## src/rtl/imem_loader.sv

```systemverilog
// imem_loader: receives a byte-stream program image (count, big-endian words, checksum),
// writes it into instruction memory word by word and holds the CPU until the load succeeds.
module imem_loader #(
    parameter int unsigned ADDR_W    = 8,
    parameter int unsigned BASE_ADDR = 0,
    parameter int unsigned MAX_WORDS = 64
) (
    input  logic              Clk,
    input  logic              Clr,
    input  logic              start,
    input  logic [7:0]        in_byte,
    input  logic              in_valid,
    output logic              in_ready,
    output logic              mem_we,
    output logic [ADDR_W-1:0] mem_addr,
    output logic [31:0]       mem_wdata,
    output logic              cpu_hold,
    output logic              done,
    output logic              err,
    output logic [7:0]        words_loaded
);

    localparam logic [2:0] S_IDLE  = 3'd0;
    localparam logic [2:0] S_COUNT = 3'd1;
    localparam logic [2:0] S_DATA  = 3'd2;
    localparam logic [2:0] S_WRITE = 3'd3;
    localparam logic [2:0] S_CSUM  = 3'd4;
    localparam logic [2:0] S_DONE  = 3'd5;
    localparam logic [2:0] S_ERROR = 3'd6;

    logic [2:0]        state, state_d;
    logic [7:0]        count_q, count_d;
    logic [7:0]        acc_q, acc_d;
    logic [1:0]        idx_q, idx_d;
    logic [23:0]       part_q, part_d;
    logic [7:0]        words_d;
    logic              take;
    logic              in_ready_d;
    logic              mem_we_d;
    logic [ADDR_W-1:0] mem_addr_d;
    logic [31:0]       mem_wdata_d;
    logic              cpu_hold_d;
    logic              done_d;
    logic              err_d;

    // Next-state and next-output logic; outputs are registered from the next state.
    always_comb begin
        state_d     = state;
        count_d     = count_q;
        acc_d       = acc_q;
        idx_d       = idx_q;
        part_d      = part_q;
        words_d     = words_loaded;
        mem_we_d    = 1'b0;
        mem_addr_d  = mem_addr;
        mem_wdata_d = mem_wdata;
        take        = in_valid && in_ready;

        case (state)
            S_IDLE, S_DONE, S_ERROR: begin
                if (start) begin
                    state_d = S_COUNT;
                    acc_d   = 8'd0;
                    idx_d   = 2'd0;
                    words_d = 8'd0;
                end
            end
            S_COUNT: begin
                if (take) begin
                    if ((in_byte == 8'd0) || (32'(in_byte) > MAX_WORDS)) begin
                        state_d = S_ERROR;
                    end else begin
                        count_d = in_byte;
                        state_d = S_DATA;
                    end
                end
            end
            S_DATA: begin
                if (take) begin
                    acc_d = acc_q + in_byte;
                    if (idx_q == 2'd3) begin
                        // Word complete: present it to memory during the WRITE cycle
                        idx_d       = 2'd0;
                        mem_we_d    = 1'b1;
                        mem_addr_d  = ADDR_W'(BASE_ADDR + (32'(words_loaded) << 2));
                        mem_wdata_d = {part_q, in_byte};
                        state_d     = S_WRITE;
                    end else begin
                        idx_d  = idx_q + 2'd1;
                        part_d = {part_q[15:0], in_byte};
                    end
                end
            end
            S_WRITE: begin
                words_d = words_loaded + 8'd1;
                state_d = ((words_loaded + 8'd1) == count_q) ? S_CSUM : S_DATA;
            end
            S_CSUM: begin
                if (take) begin
                    state_d = (in_byte == acc_q) ? S_DONE : S_ERROR;
                end
            end
            default: state_d = S_IDLE;
        endcase

        in_ready_d = (state_d == S_COUNT) || (state_d == S_DATA) || (state_d == S_CSUM);
        cpu_hold_d = (state_d != S_DONE);
        done_d     = (state_d == S_DONE);
        err_d      = (state_d == S_ERROR);
    end

    // State and registered outputs.
    always_ff @(posedge Clk or negedge Clr) begin
        if (!Clr) begin
            state        <= S_IDLE;
            count_q      <= 8'd0;
            acc_q        <= 8'd0;
            idx_q        <= 2'd0;
            part_q       <= 24'd0;
            words_loaded <= 8'd0;
            in_ready     <= 1'b0;
            mem_we       <= 1'b0;
            mem_addr     <= '0;
            mem_wdata    <= 32'd0;
            cpu_hold     <= 1'b1;
            done         <= 1'b0;
            err          <= 1'b0;
        end else begin
            state        <= state_d;
            count_q      <= count_d;
            acc_q        <= acc_d;
            idx_q        <= idx_d;
            part_q       <= part_d;
            words_loaded <= words_d;
            in_ready     <= in_ready_d;
            mem_we       <= mem_we_d;
            mem_addr     <= mem_addr_d;
            mem_wdata    <= mem_wdata_d;
            cpu_hold     <= cpu_hold_d;
            done         <= done_d;
            err          <= err_d;
        end
    end

endmodule

```

## config.mk

```make
export PLATFORM = sky130hd
export DESIGN_NAME = imem_loader
export DESIGN_NICKNAME = d
export VERILOG_FILES = /design/src/rtl/imem_loader.sv
export SDC_FILE = /design/constraint.sdc
export NUM_CORES = 1
export LEC_CHECK = 0
export ABC_AREA = 1
export CAP_MARGIN = 40
export CELL_PAD_IN_SITES_DETAIL_PLACEMENT = 1
export CELL_PAD_IN_SITES_GLOBAL_PLACEMENT = 1
export CORE_MARGIN = 3
export CORE_UTILIZATION = 44
export DETAILED_ROUTE_END_ITERATION = 8
export PLACE_DENSITY_LB_ADDON = 0.1
export SKIP_CTS_REPAIR_TIMING = 1
export SLEW_MARGIN = 0
export SYNTH_ARGS = -nofsm -noshare
export SYNTH_HDL_FRONTEND = slang
export SYNTH_SLANG_ARGS = --single-unit
```

## constraint.sdc

```tcl
create_clock -name Clk -period 4.6 [get_ports Clk]
set_input_delay 0.92 -clock Clk [delete_from_list [all_inputs] [get_ports Clk]]
set_output_delay 0.92 -clock Clk [all_outputs]
set_load 0.01 [all_outputs]
```

==> results.tsv, run 1 <==
metric	value	unit
status	finished, final reports clean	
Hold Path Class	input port to asynchronous set/reset pin	
row count	35	
met3 GRT Util	2.66	%
CP startpoint kind	input port	
post-route ant nets	0	
Sum Neg Setup Slack	0	ns
vias in the first global route	3812	
leakage power	2.48	nW
Max-Cap Viols	0	
Slew Limit Fails	0	
io pins	65	
met1 Use GR	28.4	%
Layout area overhead	21.7	%
peak supply drop	0.217	mV
fin cells	696	
most used routing layer	met2	
Synth Instances	499	
largest net degree at the start of global routing	69	
Final Hold Fails	0	
Post-synth ARST share	100	%
Final nets	584	
Clock Path Buffers	2	
Vias/cell	5.16	
Slew headroom	40.9	%
flops & latches, synth	96	
initial drt markers	142	
Slew @ Worst Pin	0.883	ns
critical path class	input port to flop	
global-route wire length before repair	18800	um
final worst path period share	58.7	%
Placed Instances	680	
share of cells above drive strength 1	6.88	%
Mean Syn Cell Area	8.67	um2
commonest non-fill, non-tap cell in the layout	nand2_1	
commonest non-fill, non-tap cells in the layout	nand2_1, dfrtp_1, o21ai_0, clkdlybuf4s50_1, inv_1	
TritonCTS clock tree	built	
ANT cells	0	
Synth Flop Type	dfrtp_1	
Die H	105	um
Critical Path Fanout Max	15	
pwr/cell area	507	nW/um2
WL final	11000	um
RePlAce Congestion	0.840	
htree depth	3	
Worst Clk Skew	0.0101	ns
Post-synth EDFFs	0	
initial antenna violation count	0	
Filler cells	1139	
IO buf count	62	
die width	105	um
final setup fails	0	
Clock Sinks	96	
DRC Markers	0	
RSZ-0062 raised after global routing	false	
required time worst endpoint	4.87	ns
grt ovf	0	
First-pass DRT Iterations	4	
final worst slack	1.90	ns
Fmax	370	MHz
Starting Density	46.0	%
GRT Overall Usage	21.2	%
final critical path time including I/O delays and setup	2.70	ns
clk root buf	clkbuf_8	
Wirelength per Cell	15.8	um
Netlist cell types	32	
DP Wirelength	7930	um
die area	11100	um2
Cell Area, Synth	4330	um2
Inserted Clock Buffers	9	
Crit path arrival time	2.97	ns
clk_lat worst skew	0.36	ns
core area	9420	um2
Critical Path End Type	flop	
DP Worst Slack	1.57	ns
met2 usage	35.2	%
yosys warns	0	
total number of vias	3589	
Clock transition at path regs	0.10	ns
register area share after synthesis	55.6	%
Final Power	2.67	mW
[worst paths after layout]
path | startpoint | end | slack, ns | cells past startpoint
max in group asynchronous | Clr | acc_q[3]$_DFFE_PN0P_ | 3.32 | 3
min | Clr | state[2]$_DFF_PN0_ | 0.40 | 1
max reg2reg | state[0]$_DFF_PN0_ | words_loaded[6]$_DFFE_PN0P_ | 2.43 | 5
max | in_byte[1] | count_q[3]$_DFFE_PN0P_ | 1.90 | 8
min reg2reg | mem_wdata[24]$_DFFE_PN0P_ | mem_wdata[24]$_DFFE_PN0P_ | 0.48 | 2
min in group Clk | mem_wdata[24]$_DFFE_PN0P_ | mem_wdata[24]$_DFFE_PN0P_ | 0.48 | 2
[flip-flops by register name, indices dropped and copies added (netlist names)]
name          flops
part_q           24
count_q           8
acc_q             8
cpu_hold          1
mem_wdata        32
words_loaded      8
err               1
state             3
done              1
in_ready          1
mem_we            1
mem_addr          6
idx_q             2
[layout make-up]
type	count	area [um2]	share of cell area, %
flip-flops and latches	96	2400	45.7
clock inverters	6	48.8	0.927
multi-input cells	331	1640	31.1
clock buffers	10	128	2.42
well taps	129	161	3.07
inverters	58	218	4.13
repair buffers	66	668	12.7
[synth_stat cells (2+ instances only)]
library cell | number | area share (%)
nand4_1 | 7 | 1.0
buf_4 | 2 | 0.35
nor2_4 | 2 | 0.52
xor2_1 | 4 | 0.81
a21oi_1 | 12 | 1.4
o21ai_0 | 72 | 8.3
xnor2_1 | 4 | 0.81
nand3_1 | 26 | 3.0
nand2_2 | 6 | 0.87
buf_2 | 6 | 0.69
clkbuf_1 | 7 | 0.61
a22o_1 | 3 | 0.61
nor2_2 | 7 | 1.0
dfrtp_1 | 95 | 55
o22ai_1 | 2 | 0.29
nor2_1 | 27 | 2.3
nand2_1 | 137 | 12
inv_1 | 57 | 4.9
ha_1 | 9 | 2.6
o211ai_1 | 2 | 0.35
[cell families after synthesis]
kind of cell | synth area share (%)
adder cells (fa/ha/maj) | 3.07
XOR/XNOR | 1.62
buffers and inverters | 6.68
other | 0.0867
AO/OA/AOI/OAI | 11.4
flip-flops | 55.6
AND/OR/NAND/NOR | 21.6
[worst max-delay path: stages]
cell             delay, ns
clkdlybuf4s50_1       0.49
nor2_1                0.16
nand4_1               0.11
a21oi_1               0.14
o211ai_1              0.13
nor2_1                0.70
nor2_1                0.13
a21oi_1               0.19
[where the power goes]
part | internal, mW | switching (mW) | leakage (nW) | total (mW)
Combinational | 0.361 | 0.585 | 1.11 | 0.946
Clock | 0.203 | 0.314 | 0.0799 | 0.517
Sequential | 1.05 | 0.150 | 1.28 | 1.21
[per-stage QoR]
step	cell area [um2]	hold WS (ns)	util (%)
finish	5270	0.396	55.9
global route	5270	0.391	55.9
global placement	5060	0.453	53.8
CTS	5270	0.389	55.9
floorplan	4330	0.449	-
detailed placement	5090	0.459	54.0
[routing by layer]
layer	vias to the layer above	wire, um
met4	0	249
li1	1728	-
met5	-	0
met2	78	5310
met1	1762	4980
met3	21	429
(Power assumes the default switching activity.)
==> inputs of run 2 (changes only) <==
--- a/config.mk
+++ b/config.mk
@@ -10,7 +10,7 @@
 export CELL_PAD_IN_SITES_DETAIL_PLACEMENT = 1
 export CELL_PAD_IN_SITES_GLOBAL_PLACEMENT = 1
 export CORE_MARGIN = 3
-export CORE_UTILIZATION = 44
+export CORE_UTILIZATION = 41
 export DETAILED_ROUTE_END_ITERATION = 8
 export PLACE_DENSITY_LB_ADDON = 0.1
 export SKIP_CTS_REPAIR_TIMING = 1
==> constraint.sdc (replaced) <==
create_clock -name Clk -period 2.8 [get_ports Clk]
set_input_delay 0.56 -clock Clk [delete_from_list [all_inputs] [get_ports Clk]]
set_output_delay 0.56 -clock Clk [all_outputs]
set_load 0.01 [all_outputs]
==> run 2 against run 1 <==
  * Clock skew fell by 0.00051 ns
  * Highest routed layer unchanged
  * Power up 69%
  * Register-to-register slack worse by 1.7 ns
  * Die area is 6.9% higher
  * Count of clock-buffer cells in the layout is 1 higher
  * Cell area is 1.9% higher
  * Utilization is 2.3 points lower
  * Wire length fell by 2.8%
  * Combinational power rose by 65%
==> results.tsv, run 2 (synthesis results as in run 1) <==
metric	value	unit	change
status	finished, final reports clean		
core area	10000	um2	+6.2%
peak supply drop	0.447	mV	+110%
Reg2Reg Capture Point	in_ready$_DFF_PN0_		
r2r setup slk	0.74	ns	-1.69 ns
Wirelength per Cell	15.1	um	-4.1%
max FFs per register	32		unchanged
die area	11800	um2	+6.9%
Clock Sinks	96		unchanged
Hold Path Class	input port to asynchronous set/reset pin		
clk_lat worst skew	0.37	ns	about the same
Final Power	4.50	mW	+69%
cells on worst reg2reg path	12		+7
Critical Path Fanout Max	4		-11
Util after Layout	53.6	%	-2.3 points
Clock Path Buffers	2		unchanged
die width	109	um	+3.4%
initial antenna violation count	0		unchanged
most flop-heavy register	mem_wdata		
Max-Cap Viols	0		unchanged
First-pass DRT Iterations	4		unchanged
final critical path time including I/O delays and setup	2.28	ns	
Largest regs	mem_wdata: 32 flops, part_q: 24 flops		
Vias/cell	5.00		-3.1%
fin cells	705		+1.3%
Sum Neg Setup Slack	0	ns	unchanged
RSZ-0062 raised after global routing	false		
Die H	109	um	+3.4%
ANT cells	0		unchanged
Worst Clk Skew	0.00956	ns	-0.000508 ns
CP startpoint kind	input port		
Critical Path End Type	flop		
grt ovf	0		unchanged
critical path class	input port to flop		
Crit path arrival time	2.59	ns	-0.38 ns
Slew Limit Fails	0		unchanged
CP top delay family	simple AND/OR/NAND/NOR gates		
Final Hold Slack	0.139	ns	-0.256 ns
DRC Markers	0		unchanged
Slowest Stage Delay on Critical Path	0.52	ns	-0.18 ns
row count	36		+2.9%
Placed Instances	689		+1.3%
leakage power	2.54	nW	+2.6%
Inserted Clock Buffers	9		unchanged
largest net degree at the start of global routing	69		unchanged
critical path buffer and inverter count	1		unchanged
pwr/cell area	840	nW/um2	+66%
commonest non-fill, non-tap cells in the layout	nand2_1, dfrtp_1, o21ai_0, clkdlybuf4s50_1, inv_1		
GRT Overall Usage	19.8	%	-1.3 points
DP Wirelength	7820	um	-1.4%
vias in the first global route	3740		-1.9%
Final Hold Fails	0		unchanged
RePlAce Congestion	0.850		+1.2%
Final nets	589		+0.86%
clk root buf	clkbuf_8		
CP max stage cell	clkdlybuf4s50_1		
Layout area overhead	23.9	%	
final worst path period share	81.5	%	
required time worst endpoint	3.11	ns	-1.76 ns
RR Startpoint	words_loaded[0]$_DFFE_PN0P_		
initial drt markers	129		-9.2%
crit-path cells	clkdlybuf4s50_1, ha_1, nor4_1, nand4_1, a21oi_1, nand2_2, nand2_2, nand3_1, nand3_1		
WL final	10700	um	-2.8%
global-route wire length before repair	18300	um	-2.9%
final setup fails	0		unchanged
Slew @ Worst Pin	0.738	ns	-0.145 ns
Starting Density	43.3	%	-2.7 points
Filler cells	1210		+6.2%
Slew headroom	50.5	%	+9.6 points
io pins	65		unchanged
Fmax	438	MHz	
htree depth	3		unchanged
total number of vias	3523		-1.8%
share of cells above drive strength 1	7.87	%	+0.99 points
post-route ant nets	0		unchanged
Clock transition at path regs	0.10	ns	about the same
TritonCTS clock tree	built		
commonest non-fill, non-tap cell in the layout	nand2_1		
IO buf count	62		unchanged
-- run 2: cell types whose count changed in the layout (fill, tap and decap cells not counted) --
cell,previous run,this run
buf_12,0,3
buf_16,1,0
clkinvlp_4,3,1
buf_4,4,7
clkbuf_8,9,11
inv_6,3,1
inv_8,0,1
clkbuf_1,1,0
clkinv_2,0,1
bufinv_16,0,1
-- run 2: final cells by class --
class	count	area (um2)	area share, %
Clock buffer	11	151	2.82
Clock inverter	5	62.6	1.17
Inverter	58	218	4.06
Multi-Input combinational cell	331	1640	30.5
Sequential cell	96	2400	44.8
Tap cell	133	166	3.10
Timing Repair Buffer	71	723	13.5
-- run 2: power by group --
group	internal, mW	switching, mW	total [mW]
sequential	1.73	0.237	1.97
clock	0.470	0.506	0.976
combinational	0.608	0.949	1.56
-- run 2: worst max path at each step --
stage / from / end / cells past startpoint
after floorplan: in_byte[0] / acc_q[6]$_DFFE_PN0P_ / 7
after global placement: in_byte[0] / acc_q[6]$_DFFE_PN0P_ / 8
after detailed placement: in_byte[1] / in_ready$_DFF_PN0_ / 9
after CTS: in_byte[1] / in_ready$_DFF_PN0_ / 9
after global routing: in_byte[1] / in_ready$_DFF_PN0_ / 9
final: in_byte[1] / in_ready$_DFF_PN0_ / 9
-- run 2: per-layer routing --
metal  part of all wire [%]  vias up  track usage, %  wire (um)
li1                       -     1739               -          -
met1                     48     1702            26.8       5090
met2                     47       71            32.5       5030
met3                    3.6       11            3.85        387
met4                    1.3        0            5.77        140
met5                      0        -               0          0
-- run 2: through the flow --
| stage | setup slack, ns | cell area, um2 |
|---|---|---|
| after global routing | 0.356 | 5360 |
| after global placement | 0.271 | 5150 |
| final | 0.517 | 5360 |
| after floorplan | 0.843 | 4330 |
| after detailed placement | 0.171 | 5150 |
| after CTS | 0.548 | 5360 |
==> inputs of run 3 (changes only) <==
==> constraint.sdc (replaced) <==
create_clock -name Clk -period 2.12 [get_ports Clk]
set_input_delay 0.424 -clock Clk [delete_from_list [all_inputs] [get_ports Clk]]
set_output_delay 0.424 -clock Clk [all_outputs]
set_load 0.01 [all_outputs]
==> run 3 against run 2 <==
  * Non-clock buffer count is 24 higher
  * Register-to-register slack worse by 0.58 ns
  * Clock power rose by 47%
  * Cell count increased by 3.4%
  * Clock skew rose by 0.0010 ns
  * Wire length rose by 7.0%
  * Sequential cell count unchanged
==> results.tsv, run 3 (synthesis results as in run 1) <==
metric	value	unit	change
Sw Share	37.7	%	+0.11 points
RSZ-0062 raised after global routing	false		
clk root buf	clkbuf_8		
Final Power	6.36	mW	+41%
Largest regs	mem_wdata: 32 flops, part_q: 24 flops		
fin area	5580	um2	+4.0%
Max-Cap Viols	0		unchanged
initial drt markers	108		-16%
Final nets	613		+4.1%
Critical Path Fanout Max	2		-2
Fmax	492	MHz	
CP dominant cell by count	o21ai_0		
Layout area overhead	28.9	%	
cells on worst reg2reg path	8		-4
fin cells	729		+3.4%
Filler cells	1209		-0.083%
Die H	109	um	unchanged
Hold Path Class	input port to asynchronous set/reset pin		
Placed Instances	711		+3.2%
total number of vias	3711		+5.3%
DP Wirelength	8480	um	+8.5%
critical path class	input port to flop		
Crit path arrival time	2.29	ns	-0.30 ns
DP Worst Slack	-0.322	ns	-0.493 ns
CP top delay family	adder cells		
final worst path period share	95.8	%	
Internal	3.97	mW	+41%
max FFs per register	32		unchanged
IO buf count	62		unchanged
crit-path cells	clkdlybuf4s50_1, ha_1, fa_1, a31oi_2, o21ai_0, a21oi_1, xor2_1, o21ai_0		
CP startpoint kind	input port		
die width	109	um	unchanged
CP max stage cell	clkdlybuf4s50_1		
htree depth	3		unchanged
grt ovf	0		unchanged
vias in the first global route	3824		+2.2%
die area	11800	um2	unchanged
Seq pwr share	40.5	%	-3.2 points
Vias/cell	5.09		+1.9%
required time worst endpoint	2.38	ns	-0.73 ns
row count	36		unchanged
status	finished, final reports clean		
leakage power	2.66	nW	+4.6%
Util after Layout	55.8	%	+2.2 points
WL final	11400	um	+7.0%
final critical path time including I/O delays and setup	2.03	ns	
Final Hold Slack	0.461	ns	+0.322 ns
final setup fails	0		unchanged
initial antenna violation count	0		unchanged
Critical Path End Type	flop		
Inserted Clock Buffers	9		unchanged
Clock Path Buffers	2		unchanged
WP depth	8		-1
NetSw	2.40	mW	+42%
post-place instance area	5290	um2	+2.7%
Slowest Stage Delay on Critical Path	0.44	ns	-0.08 ns
most flop-heavy register	mem_wdata		
clk_lat worst skew	0.38	ns	about the same
First-pass DRT Iterations	4		unchanged
pwr/cell area	1140	nW/um2	+36%
peak supply drop	0.521	mV	+17%
Starting Density	43.3	%	unchanged
Slew Limit Fails	0		unchanged
global-route wire length before repair	19100	um	+4.6%
Clock Sinks	96		unchanged
Clock transition at path regs	0.10	ns	about the same
Wirelength per Cell	15.6	um	+3.5%
Final Hold Fails	0		unchanged
post-route ant nets	0		unchanged
clock share of power	22.4	%	+0.7 points
Sum Neg Setup Slack	0	ns	unchanged
DRC Markers	0		unchanged
commonest non-fill, non-tap cells in the layout	nand2_1, dfrtp_1, o21ai_0, clkdlybuf4s50_1, inv_1		
Worst Clk Skew	0.0106	ns	+0.00100 ns
r2r setup slk	0.16	ns	-0.58 ns
commonest non-fill, non-tap cell in the layout	nand2_1		
ANT cells	0		unchanged
final worst slack	0.0894	ns	-0.427 ns
TritonCTS clock tree	built		
critical path buffer and inverter count	1		unchanged
core area	10000	um2	unchanged
GRT Overall Usage	20.8	%	+0.93 points
largest net degree at the start of global routing	55		-20%
io pins	65		unchanged
share of cells above drive strength 1	12.6	%	+4.7 points
Logic pwr share	37.1	%	+2.5 points
RePlAce Congestion	0.846		-0.44%
run 3: changes by cell type in the layout (fill, tap and decap cells not counted), sizes merged:
| cell | before | now |
|---|---|---|
| clkdlybuf4s50 | 61 | 60 |
| clkinv | 1 | 2 |
| dlymetal6s2s | 0 | 1 |
| inv | 60 | 59 |
| clkbuf | 11 | 10 |
| dlygate4sd3 | 0 | 1 |
| bufinv | 1 | 2 |
| buf | 10 | 33 |
run 3: worst reg2reg max path: cells and delay by family (launching register included):
| family | cells | cell delay (ns) |
|---|---|---|
| AOI/OAI and AO/OA | 1 | 0.22 |
| and+or+nand+nor | 6 | 0.89 |
| adders and majority gates | 1 | 0.35 |
| DFF | 1 | 0.43 |
run 3: path summary, 6_finish.rpt:
check,from,end
worst min register to register,mem_wdata[30]$_DFFE_PN0P_,mem_wdata[30]$_DFFE_PN0P_
worst min-delay path,Clr,mem_wdata[3]$_DFFE_PN0P_
worst max register to register,acc_q[1]$_DFFE_PN0P_,in_ready$_DFF_PN0_
max in group asynchronous,Clr,acc_q[6]$_DFFE_PN0P_
worst max-delay path,in_byte[0],acc_q[6]$_DFFE_PN0P_
min in group Clk,mem_wdata[30]$_DFFE_PN0P_,mem_wdata[30]$_DFFE_PN0P_
run 3: power groups by stage:
stage / logic, mW / registers, mW / clock network [mW]
after floorplan: 1.31 / 2.60 / 0
after global placement: 2.14 / 2.60 / 0
after detailed placement: 2.31 / 2.62 / 0
after CTS: 2.34 / 2.58 / 1.44
after global routing: 2.65 / 2.64 / 1.52
final: 2.36 / 2.58 / 1.43
run 3: layout make-up:
type	count	area (um2)	area share, %
clock inverters	6	101	1.82
repair buffers	95	883	15.8
inverters	58	218	3.90
clock buffers	10	138	2.47
flip-flops and latches	96	2400	43.1
multi-input cells	331	1670	29.9
well taps	133	166	2.98
run 3: layer usage:
metal  wire length [um]  GRT usage (%)  vias to the layer above
met3                438           3.43                       11
met2               5510           33.4                       79
met1               5320           28.5                     1838
li1                   -              -                     1783
met4                132           7.48                        0
met5                  0              0                        -
